==> config.mk <==
export PLATFORM = sky130hd
export DESIGN_NAME = hazard_stall_ctrl
export DESIGN_NICKNAME = d
export VERILOG_FILES = /design/src/rtl/hazard_stall_ctrl.sv
export SDC_FILE = /design/constraint.sdc
export NUM_CORES = 1
export LEC_CHECK = 0
export ABC_CLOCK_PERIOD_IN_PS = 4380
export CAP_MARGIN = 30
export CORE_UTILIZATION = 30
export DETAILED_ROUTE_END_ITERATION = 10
export SLEW_MARGIN = 40
export SYNTH_ARGS = -nofsm -noshare
export SYNTH_HDL_FRONTEND = slang
export SYNTH_SLANG_ARGS = --single-unit
==> constraint.sdc <==
create_clock -name i_clk -period 4.38 [get_ports i_clk]
set_input_delay 0.876 -clock i_clk [delete_from_list [all_inputs] [get_ports i_clk]]
set_output_delay 0.876 -clock i_clk [all_outputs]
set_load 0.05 [all_outputs]
==> src/rtl/hazard_stall_ctrl.sv <==
// Pipeline sequencing controller: resolves load-use stalls, taken-branch flushes
// and data-memory freezes, and keeps saturating stall/flush performance counters.
module hazard_stall_ctrl #(
  parameter int CNT_W = 16
) (
  input  logic             i_clk,
  input  logic             i_reset,
  input  logic [4:0]       i_id_rs1,
  input  logic [4:0]       i_id_rs2,
  input  logic             i_id_uses_rs1,
  input  logic             i_id_uses_rs2,
  input  logic [4:0]       i_ex_rd,
  input  logic             i_ex_mem_read,
  input  logic             i_ex_branch_taken,
  input  logic             i_mem_busy,
  output logic             o_pc_en,
  output logic             o_if_id_en,
  output logic             o_if_id_flush,
  output logic             o_id_ex_en,
  output logic             o_id_ex_bubble,
  output logic             o_ex_mem_en,
  output logic [1:0]       o_state,
  output logic [CNT_W-1:0] o_stall_cycles,
  output logic [CNT_W-1:0] o_flush_count
);

  typedef enum logic [1:0] {
    ST_RUN   = 2'd0,
    ST_STALL = 2'd1,
    ST_WAIT  = 2'd2
  } state_t;

  state_t           state_q, state_d;
  logic [CNT_W-1:0] stall_cycles_q, stall_cycles_d;
  logic [CNT_W-1:0] flush_count_q, flush_count_d;

  logic rs1_hit;
  logic rs2_hit;
  logic load_use;
  logic load_use_act;

  function automatic logic [CNT_W-1:0] sat_inc(input logic [CNT_W-1:0] v);
    if (&v) begin
      sat_inc = v;
    end else begin
      sat_inc = v + 1'b1;
    end
  endfunction

  assign rs1_hit  = i_id_uses_rs1 && (i_id_rs1 == i_ex_rd);
  assign rs2_hit  = i_id_uses_rs2 && (i_id_rs2 == i_ex_rd);
  assign load_use = i_ex_mem_read && (i_ex_rd != 5'd0) && (rs1_hit || rs2_hit);

  // Only one bubble per load: a dependency seen again in STALL is already covered.
  assign load_use_act = load_use && (state_q != ST_STALL);

  always_comb begin
    o_pc_en        = 1'b1;
    o_if_id_en     = 1'b1;
    o_if_id_flush  = 1'b0;
    o_id_ex_en     = 1'b1;
    o_id_ex_bubble = 1'b0;
    o_ex_mem_en    = 1'b1;
    state_d        = ST_RUN;
    stall_cycles_d = stall_cycles_q;
    flush_count_d  = flush_count_q;

    if (i_reset) begin
      stall_cycles_d = '0;
      flush_count_d  = '0;
    end else if (i_mem_busy) begin
      o_pc_en        = 1'b0;
      o_if_id_en     = 1'b0;
      o_id_ex_en     = 1'b0;
      o_ex_mem_en    = 1'b0;
      state_d        = ST_WAIT;
      stall_cycles_d = sat_inc(stall_cycles_q);
    end else if (i_ex_branch_taken) begin
      // Squash the two younger instructions; a held branch from WAIT lands here too.
      o_if_id_flush  = 1'b1;
      o_id_ex_bubble = 1'b1;
      flush_count_d  = sat_inc(flush_count_q);
    end else if (load_use_act) begin
      o_pc_en        = 1'b0;
      o_if_id_en     = 1'b0;
      o_id_ex_bubble = 1'b1;
      state_d        = ST_STALL;
      stall_cycles_d = sat_inc(stall_cycles_q);
    end
  end

  always_ff @(posedge i_clk) begin
    state_q        <= state_d;
    stall_cycles_q <= stall_cycles_d;
    flush_count_q  <= flush_count_d;
  end

  assign o_state        = state_q;
  assign o_stall_cycles = stall_cycles_q;
  assign o_flush_count  = flush_count_q;

endmodule

* Word level (Yosys, flattened, before mapping)
Index checks and enable logic that the tools add are counted.
** Cells by class
- Add/subtract/negate cells :: 2
- Equal/unequal tests :: 4
- Multiplexer cells :: 20
- Bitwise logic cells :: 2
- Reduce and logical (&&, ||, !) cells :: 13
** Operators by type and width (number)
- 2-to-1 mux 16 bit :: 4
- adder 16 x 1 -> 16 bit (second input constant) :: 2
- AND reduction 16 bit :: 2
- 2-to-1 mux 1 bit :: 15
- equality test 5 bit :: 2
- logical AND 1 bit :: 5
- nonzero test 5 bit :: 1
- inequality test 2 x 1 -> 1 bit (second input constant) :: 2
- AND reduction 3 bit :: 1
- OR reduction 3 bit :: 1
- 2-to-1 mux 2 bit :: 1
- inverter 1 bit :: 2
- AND reduction 2 bit :: 1
- nonzero test 2 bit :: 1
- logical OR 1 bit :: 1
** Storage, ports and cells
- Register bits :: 34
- Output and inout bits :: 40
- Logic and storage cells :: 45

* Depth between registers and ports, before layout
Gate-level depths: netlist of the first run.
- Word-level depth :: 9
- Gate-level depth with buffers :: 9
- Mapped depth without buffers :: 7

* Least setup slack after synthesis of the first run
OpenSTA, ideal clock, no wires.
- Path kind :: in2out
- Start :: input port i_ex_rd[0]
- End :: output port o_pc_en
- Arrival time :: 2.726 ns
- Data required time :: 3.504 ns
- Slack :: 0.778 ns
- Stages on the path :: 5
- Buffers on the path :: 1
- Path through :: or4_1 > nor2_1 > nor4_1 > o21bai_1 > buf_4
** On the way
- Cells in the longest elaborated chain, start to end :: 9
- Elaborated cells on any way between the ends :: 13
- Those cells by class :: eq/ne (2); mux (4); reduce/logical (7)
** RTL lines
- from (decl) :: line 12 : input logic [4:0] i_ex_rd,
- equality test 5 bit (on tied branches) :: line 50, 51
- logical AND 1 bit (on tied branches) :: line 50, 51
- logical OR 1 bit :: line 52 : assign load_use = i_ex_mem_read && (i_ex_rd != 5'd0) && (rs1_hit || rs2_hit);
- logical AND 1 bit * :: line 52
- logical AND 1 bit * :: line 55 : assign load_use_act = load_use && (state_q != ST_STALL);
- 2-to-1 mux 1 bit * (4 in a row)
- to (decl) :: line 16 : output logic o_pc_en,
Mark *: on every way between the ends. The rest lies on a longest branch, timed or not.

* Worst setup path in the final report of the first run
- Start :: input port i_ex_rd[3]
- End :: output port o_pc_en
** On the way
- Cells in the longest elaborated chain, start to end :: 9
- Elaborated cells on any way between the ends :: 13
- Those cells by class :: eq/ne (2); mux (4); reduce/logical (7)
** RTL lines
- equality test 5 bit (on tied branches) :: line 50, 51
- logical AND 1 bit (on tied branches) :: line 50, 51
- logical OR 1 bit :: line 52
- logical AND 1 bit * :: line 52
- logical AND 1 bit * :: line 55
- 2-to-1 mux 1 bit * :: line 83 : end else if (load_use_act) begin
- 2-to-1 mux 1 bit * :: line 78 : end else if (i_ex_branch_taken) begin
- 2-to-1 mux 1 bit * :: line 71 : end else if (i_mem_busy) begin
- 2-to-1 mux 1 bit * :: line 68 : if (i_reset) begin
Marked as above.

==> results of run 1 <==
==> cell type report <==
class | instances | area share (%)
repair buffers | 63 | 24.91
multi-input cells | 157 | 39.11
inverters | 11 | 1.644
clock buffers | 7 | 3.438
flip-flops and latches | 34 | 27.11
clock inverters | 1 | 0.1993
well taps | 72 | 3.587
==> Yosys cell counts, types with 4 or more instances <==
cell type  instances  area share, %
or4_1             12            5.1
clkbuf_1           4           0.85
o31ai_1            7            3.0
xor2_1            14            7.0
nor4_1             5            1.8
nor3_1             5            1.4
nand4_1            6            2.1
a21oi_1           16            4.5
o21ai_0            9            2.6
dfxtp_1           34             39
inv_1             11            2.3
or3_1              8            2.8
nand3_1           10            2.8
nor2_1            23            4.9
xnor2_1            9            4.5
nand2_1           10            2.1
==> registers in the layout, indices dropped and copies added, names as in the netlist <==
signal and count:
o_flush_count 16, o_state 2, o_stall_cycles 16
==> worst max path at each step <==
stage | cells past startpoint | end
global route | 7 | o_pc_en
floorplan | 5 | o_pc_en
finish | 7 | o_pc_en
detailed placement | 7 | o_pc_en
global placement | 7 | o_pc_en
CTS | 7 | o_pc_en
==> critical path: cells and delay by family <==
family          cells  cell delay, ns
buf+inv             2            0.68
simple gates        2            0.69
xor+xnor            1            0.19
compound gates      2            0.36
==> logic make-up (layout without fill, tap and decap cells) <==
family	Yosys count	count (layout)	share of synthesized area [%]
AND/OR/NAND/NOR	88	88	26.81
AO/OA/AOI/OAI	41	41	14.18
flip-flops	34	34	38.58
XOR/XNOR	23	23	11.42
buffers and inverters	21	82	5.815
multiplexers	3	3	1.773
adder cells (fa/ha/maj)	2	2	1.418
==> where the power goes <==
| group | switching, uW | internal (uW) |
|---|---|---|
| Sequential | 4.73 | 313 |
| Combinational | 51.1 | 40.1 |
| Clock | 108 | 127 |
==> stage by stage <==
| step | hold WS, ns | total power, uW | worst slack [ns] |
|---|---|---|---|
| after floorplan | 0.7155 | 377.5 | 0.7781 |
| final | 0.4978 | 643.5 | 0.7041 |
| after global placement | 0.4825 | 416.0 | 0.7486 |
| after CTS | 0.5031 | 654.0 | 0.6888 |
| after detailed placement | 0.4921 | 416.0 | 0.7034 |
| after global routing | 0.5284 | 676.0 | 0.5708 |
==> layer usage <==
| layer | up-vias | GRT usage [%] | part of all wire, % | wire length, um |
|---|---|---|---|---|
| met5 | - | 0 | 0 | 0 |
| met4 | 0 | 5.000 | 0.66 | 29 |
| met3 | 2 | 4.767 | 6.8 | 298 |
| met2 | 41 | 22.78 | 46 | 2024 |
| met1 | 768 | 18.75 | 46 | 2009 |
| li1 | 883 | - | - | - |
==> metrics.md, run 1 <==
| Metric | Value |
|---|---|
| Pwr Density | around 260 nW/um^2 |
| Status | finished, final reports clean |
| # setup viols final | 0 |
| Routed length per instance | around 13 um |
| CTS Sinks | 34 |
| Row count | 27 |
| Final net count | roughly 300 |
| Area of the multi-input gates | roughly 980 sq um |
| Postcts setup bufs | 0 |
| Final period util | a little over four fifths |
| Drt first pass iters | 4 |
| WHS Endpoint | o_stall_cycles[11] |
| CP arrival | roughly 2.8 ns |
| Max Freq | 0.2720 GHz |
| Mean Syn Cell Area | ~8.3 sq um |
| H-tree depth | 2 |
| Min-delay src | o_stall_cycles[11] |
| Clk slew on worst S/H paths | 0.06 ns |
| First-pass GRT wire length | 7141 um |
| Warnings from Yosys | 0 |
| Max-slew violation count | 0 |
| Mapped Nets | approximately 240 |
| Port buffer count | 61 |
| Max cap viols | 0 |
| Synthesized flop and latch total | 34 |
| Hold Path Stages | 2 |
| Critical path cell sequence | clkdlybuf4s50_1 -> xor2_1 -> nor4_1 -> a32oi_1 -> nor4_1 -> o21bai_1 -> buf_4 |
| Number of synthesized flops with an enable pin | 0 |
| # diodes | 0 |
| Post-DRT Antenna Nets | 0 |
| CP Max Fanout | 4 |
| Crit-path most repeated cell | nor4_1 |
| Setup TNS | 0 ns |
| CTS tree | done |
| Via density per instance | slightly below 5 |
| Commonest non-fill, non-tap cell in the layout | clkdlybuf4s50_1 |
| Post-route cell area | ~2500 sq um |
| Fillers | 565 |
| Worst Skew | between 0.002 and 0.0025 ns |
| Slew HR | 66.23% |
| Startpoint types | input pin |
| Commonest non-fill, non-tap cells in the layout | clkdlybuf4s50_1 (56), dfxtp_1 (34), nor2_1 (23) |
| Core area | 5574 sq um |
| Peak supply drop | 0.0001349 V |
| GPL Wtd Cong | 0.7632 |
| Post-Syn Instances | 212 |
| R2R cell count | 7 |
| Global-route usage over all layers | 14.61% |
| Slowest cell delay on critical path | roughly 0.47 ns |
| CP startpoint | i_ex_rd[3] |
| Hold_buf cts | 0 |
| Static leakage | 0.0008184 uW |
| R2r setup slk | around 1.8 ns |
| Reg area | between 600 and 700 sq um |
| Placed insts | about 340 |
| RSZ-0062 raised after global routing | no |
| Total Wirelength | 4362 um |
| Worst Setup End Kind | primary output |
| Vias in the first global route | about 1500 |
| Tightest Pin Transition | slightly above 0.5 ns |
| Iter 0 DRT Violations | 54 |
| Die X | approximately 79 um |
| Initial Util | between 30% and 40% |
| Synthesized area | roughly 1800 sq um |
| Dpl cell area | 2419 sq um |
| Area delta synth->final | 42.34% |
| Setup Crit Path Kind | in -> out |
| Remaining DRCs | 0 |
| Cell variety after synth | 37 |
| Hold WC Path Type | reg -> reg |
| Reg2reg end | o_stall_cycles[13] |
| Critical path's slowest cell | clkdlybuf4s50_1 |
| Congestion Overflow GR | 0 |
| Initial antenna violation count | 0 |
| Clk_lat worst skew | ~0.28 ns |
| Max clock buf depth | 2 |
| Share of cells above drive strength 1 | under 10% |
| Root Buffer | clkbuf_8 |
| IO Count | a little over 60 |
| Finished Layout Cells | around 350 |
| Post-CTS resize count | 0 |
| Post-synth ARST share | 0% |
| Ys flop type | dfxtp_1 |
| Post-layout util | between 40 and 50% |
| CTS buffer count | 5 |
| Die Footprint | between 6000 and 7000 sq um |
| Detail Placement HPWL | approximately 3200 um |
| Register area share after synthesis | about two fifths |
| Critical Path RT | around 3.5 ns |
| Pin count of the biggest net entering global routing | 29 |
| Via count | roughly 1700 |
| Count of final hold-check violations | 0 |
| Die Ht | 78.69 um |
| Fin crit period | 3.676 ns |
| Reg2reg start | o_stall_cycles[0] |
Power figures use the tool's default switching activity.
==> run 2: changes to the inputs <==
--- a/config.mk
+++ b/config.mk
@@ -5,7 +5,7 @@
 export SDC_FILE = /design/constraint.sdc
 export NUM_CORES = 1
 export LEC_CHECK = 0
-export ABC_CLOCK_PERIOD_IN_PS = 4380
+export ABC_CLOCK_PERIOD_IN_PS = 3800
 export CAP_MARGIN = 30
 export CORE_UTILIZATION = 30
 export DETAILED_ROUTE_END_ITERATION = 10
==> constraint.sdc (replaced) <==
create_clock -name i_clk -period 3.8 [get_ports i_clk]
set_input_delay 0.76 -clock i_clk [delete_from_list [all_inputs] [get_ports i_clk]]
set_output_delay 0.76 -clock i_clk [all_outputs]
set_load 0.05 [all_outputs]
==> run 2 against run 1 <==
  * Routed wire length shrank 0.53%
  * Sequential power grew 15%
  * Count of clock-buffer cells in the layout is the same
  * Utilization grew 0.27 points
  * Clock power grew 15%
  * Hold slack gained 0.0095 ns
  * Sequential cell count is the same
  * Power grew 16%
  * Non-clock buffer count shrank 1
  * Critical path type unchanged
==> metrics.md, run 2 (same netlist as run 1, synthesis figures left out) <==
| Metric | Value |
|---|---|
| Status | finished, final reports clean |
| Row count | 27 (unchanged) |
| RSZ-0062 raised after global routing | no |
| First-pass GRT wire length | 7182 um (+0.57%) |
| Final period util | between 90 and 100% |
| Remaining DRCs | 0 (unchanged) |
| CTS buffer count | 5 (unchanged) |
| Area delta synth->final | 43.19% |
| # diodes | 0 (unchanged) |
| Max cap viols | 0 (unchanged) |
| Via count | 1730 (+2.1%) |
| Routed length per instance | 12.61 um (-0.24%) |
| Detail Placement HPWL | 3129 um (-2.9%) |
| GPL Wtd Cong | 0.7458 (-2.3%) |
| Final net count | 295 (-0.34%) |
| Drt first pass iters | 4 (unchanged) |
| Commonest non-fill, non-tap cell in the layout | clkdlybuf4s50_1 |
| CP Max Fanout | 4 (unchanged) |
| Max Freq | approximately 0.29 GHz |
| Flop pwr share | 49.1% (-0.3 points) |
| Clk_lat worst skew | 0.28 ns (about the same) |
| Vias in the first global route | 1492 (+0.13%) |
| Initial antenna violation count | 0 (unchanged) |
| # setup viols final | 0 (unchanged) |
| CP arrival | 2.73 ns (-0.07 ns) |
| Peak supply drop | 0.0001741 V (+29%) |
| Count of final hold-check violations | 0 (unchanged) |
| Max-slew violation count | 0 (unchanged) |
| Psw | 190.1 uW (+16%) |
| Critical Path RT | 3.04 ns (-0.46 ns) |
| CTS Sinks | 34 (unchanged) |
| Pin count of the biggest net entering global routing | 38 (+31%) |
| Max clock buf depth | 2 (unchanged) |
| Congestion Overflow GR | 0 (unchanged) |
| Share of cells above drive strength 1 | 5.515% (+0.020 points) |
| Die X | 78.69 um (unchanged) |
| Fin crit period | 3.493 ns |
| Hold_buf cts | 0 (unchanged) |
| Post-CTS resize count | 0 (unchanged) |
| Sw frac | 25.52% (+0.066 points) |
| Combinational power share | 14.5% (+0.3 points) |
| CTS tree | done |
| Postcts setup bufs | 0 (unchanged) |
| Iter 0 DRT Violations | 90 (+67%) |
| Post-layout util | 45.32% (+0.27 points) |
| Root Buffer | clkbuf_8 |
| Via density per instance | 5.029 (+2.4%) |
| Post-DRT Antenna Nets | 0 (unchanged) |
| Port buffer count | 61 (unchanged) |
| Die Ht | 78.69 um (unchanged) |
| Internal power | 554.8 uW (+16%) |
| Commonest non-fill, non-tap cells in the layout | clkdlybuf4s50_1 (55), dfxtp_1 (34), nor2_1 (23) |
| Hold WC Path Type | reg -> reg |
| Total Wirelength | 4339 um (-0.53%) |
| Delay-heaviest family, CP | simple AND/OR/NAND/NOR gates |
| Setup Crit Path Kind | in -> out |
| H-tree depth | 2 (unchanged) |
| Slew HR | 66.35% (+0.13 points) |
| Clk slew on worst S/H paths | 0.07 ns (about the same) |
| Die Footprint | 6191 sq um (unchanged) |
| Startpoint types | input pin |
| Crit-path most repeated cell | nor4_1 |
| Pwr Density | 294.9 nW/um^2 (+15%) |
| Tightest Pin Transition | 0.5031 ns (-0.001886 ns) |
| Setup TNS | 0 ns (unchanged) |
| Critical path's slowest cell | clkdlybuf4s50_1 |
| Worst Setup End Kind | primary output |
| CP bufs+invs | 2 (unchanged) |
| Initial Util | 31.65% (unchanged) |
| Worst Skew | 0.007581 ns (+0.005391 ns) |
| Power share of the clock group | 36.4% (about the same) |
| Critical path cell sequence | clkdlybuf4s50_1 -> xor2_1 -> nor4_1 -> a32oi_1 -> nor4_1 -> o21bai_1 -> buf_4 |
| IO Count | 62 (unchanged) |
| Static leakage | 0.0008265 uW (+0.99%) |
| Slowest cell delay on critical path | 0.46 ns (about the same) |
| Global-route usage over all layers | 14.72% (+0.11 points) |
| Core area | 5574 sq um (unchanged) |
## run 2: through the flow
step	setup WS [ns]	instance area, sq um	cells	hold WS (ns)	total power, uW
2_1_floorplan	0.4301	1764	212	0.7155	435.1
3_3_place_gp	0.3913	2434	336	0.4832	481.6
3_5_place_dp	0.3413	2434	336	0.4868	481.9
4_1_cts	0.3269	2525	344	0.5047	757.5
5_1_grt	0.1739	2526	344	0.5429	783.0
6_report	0.3066	2526	344	0.5073	744.9
## run 2: cell type report
class                           instances  area, sq um
Fill cell                             566         3048
Multi-Input combinational cell        157        982.2
Sequential cell                        34        680.7
Timing Repair Buffer                   62        640.6
Tap cell                               72        90.09
Clock buffer                            7        86.33
Inverter                               11        41.29
Clock inverter                          1        5.005
## run 2: final timing paths
| kind | start | endpoint | slack (ns) | cells after the start |
|---|---|---|---|---|
| worst max-delay path | i_ex_rd[3] | o_if_id_en | 0.31 | 7 |
| worst max register to register | o_stall_cycles[0] | o_stall_cycles[13] | 1.17 | 7 |
| worst min register to register | o_stall_cycles[8] | o_stall_cycles[8] | 0.51 | 2 |
| worst min-delay path | o_stall_cycles[8] | o_stall_cycles[8] | 0.51 | 2 |
## run 2: worst reg2reg max path, cell delays in order (launching register included)
cell and delay [ns]:
dfxtp_1 0.36, ha_1 0.26, nand4_1 0.29, nor4_1 0.12
or4_1 0.42, o22a_2 0.40, or4_1 0.56, a21oi_1 0.15
## run 2: per-layer routing
metal / global-route usage (%) / part of all wire (%) / vias to the layer above
li1: - / - / 882
met1: 19.15 / 48 / 798
met2: 22.78 / 44 / 43
met3: 4.302 / 6.3 / 7
met4: 5.556 / 1.5 / 0
met5: 0 / 0 / -
## run 2: power by group through the flow
stage          Sequential [uW]  Clock, uW  Combinational (uW)
2_1_floorplan              389          0                46.6
3_3_place_gp               374          0                 107
3_5_place_dp               374          0                 108
4_1_cts                    366        283                 108
5_1_grt                    367        301                 115
6_report                   366        271                 108
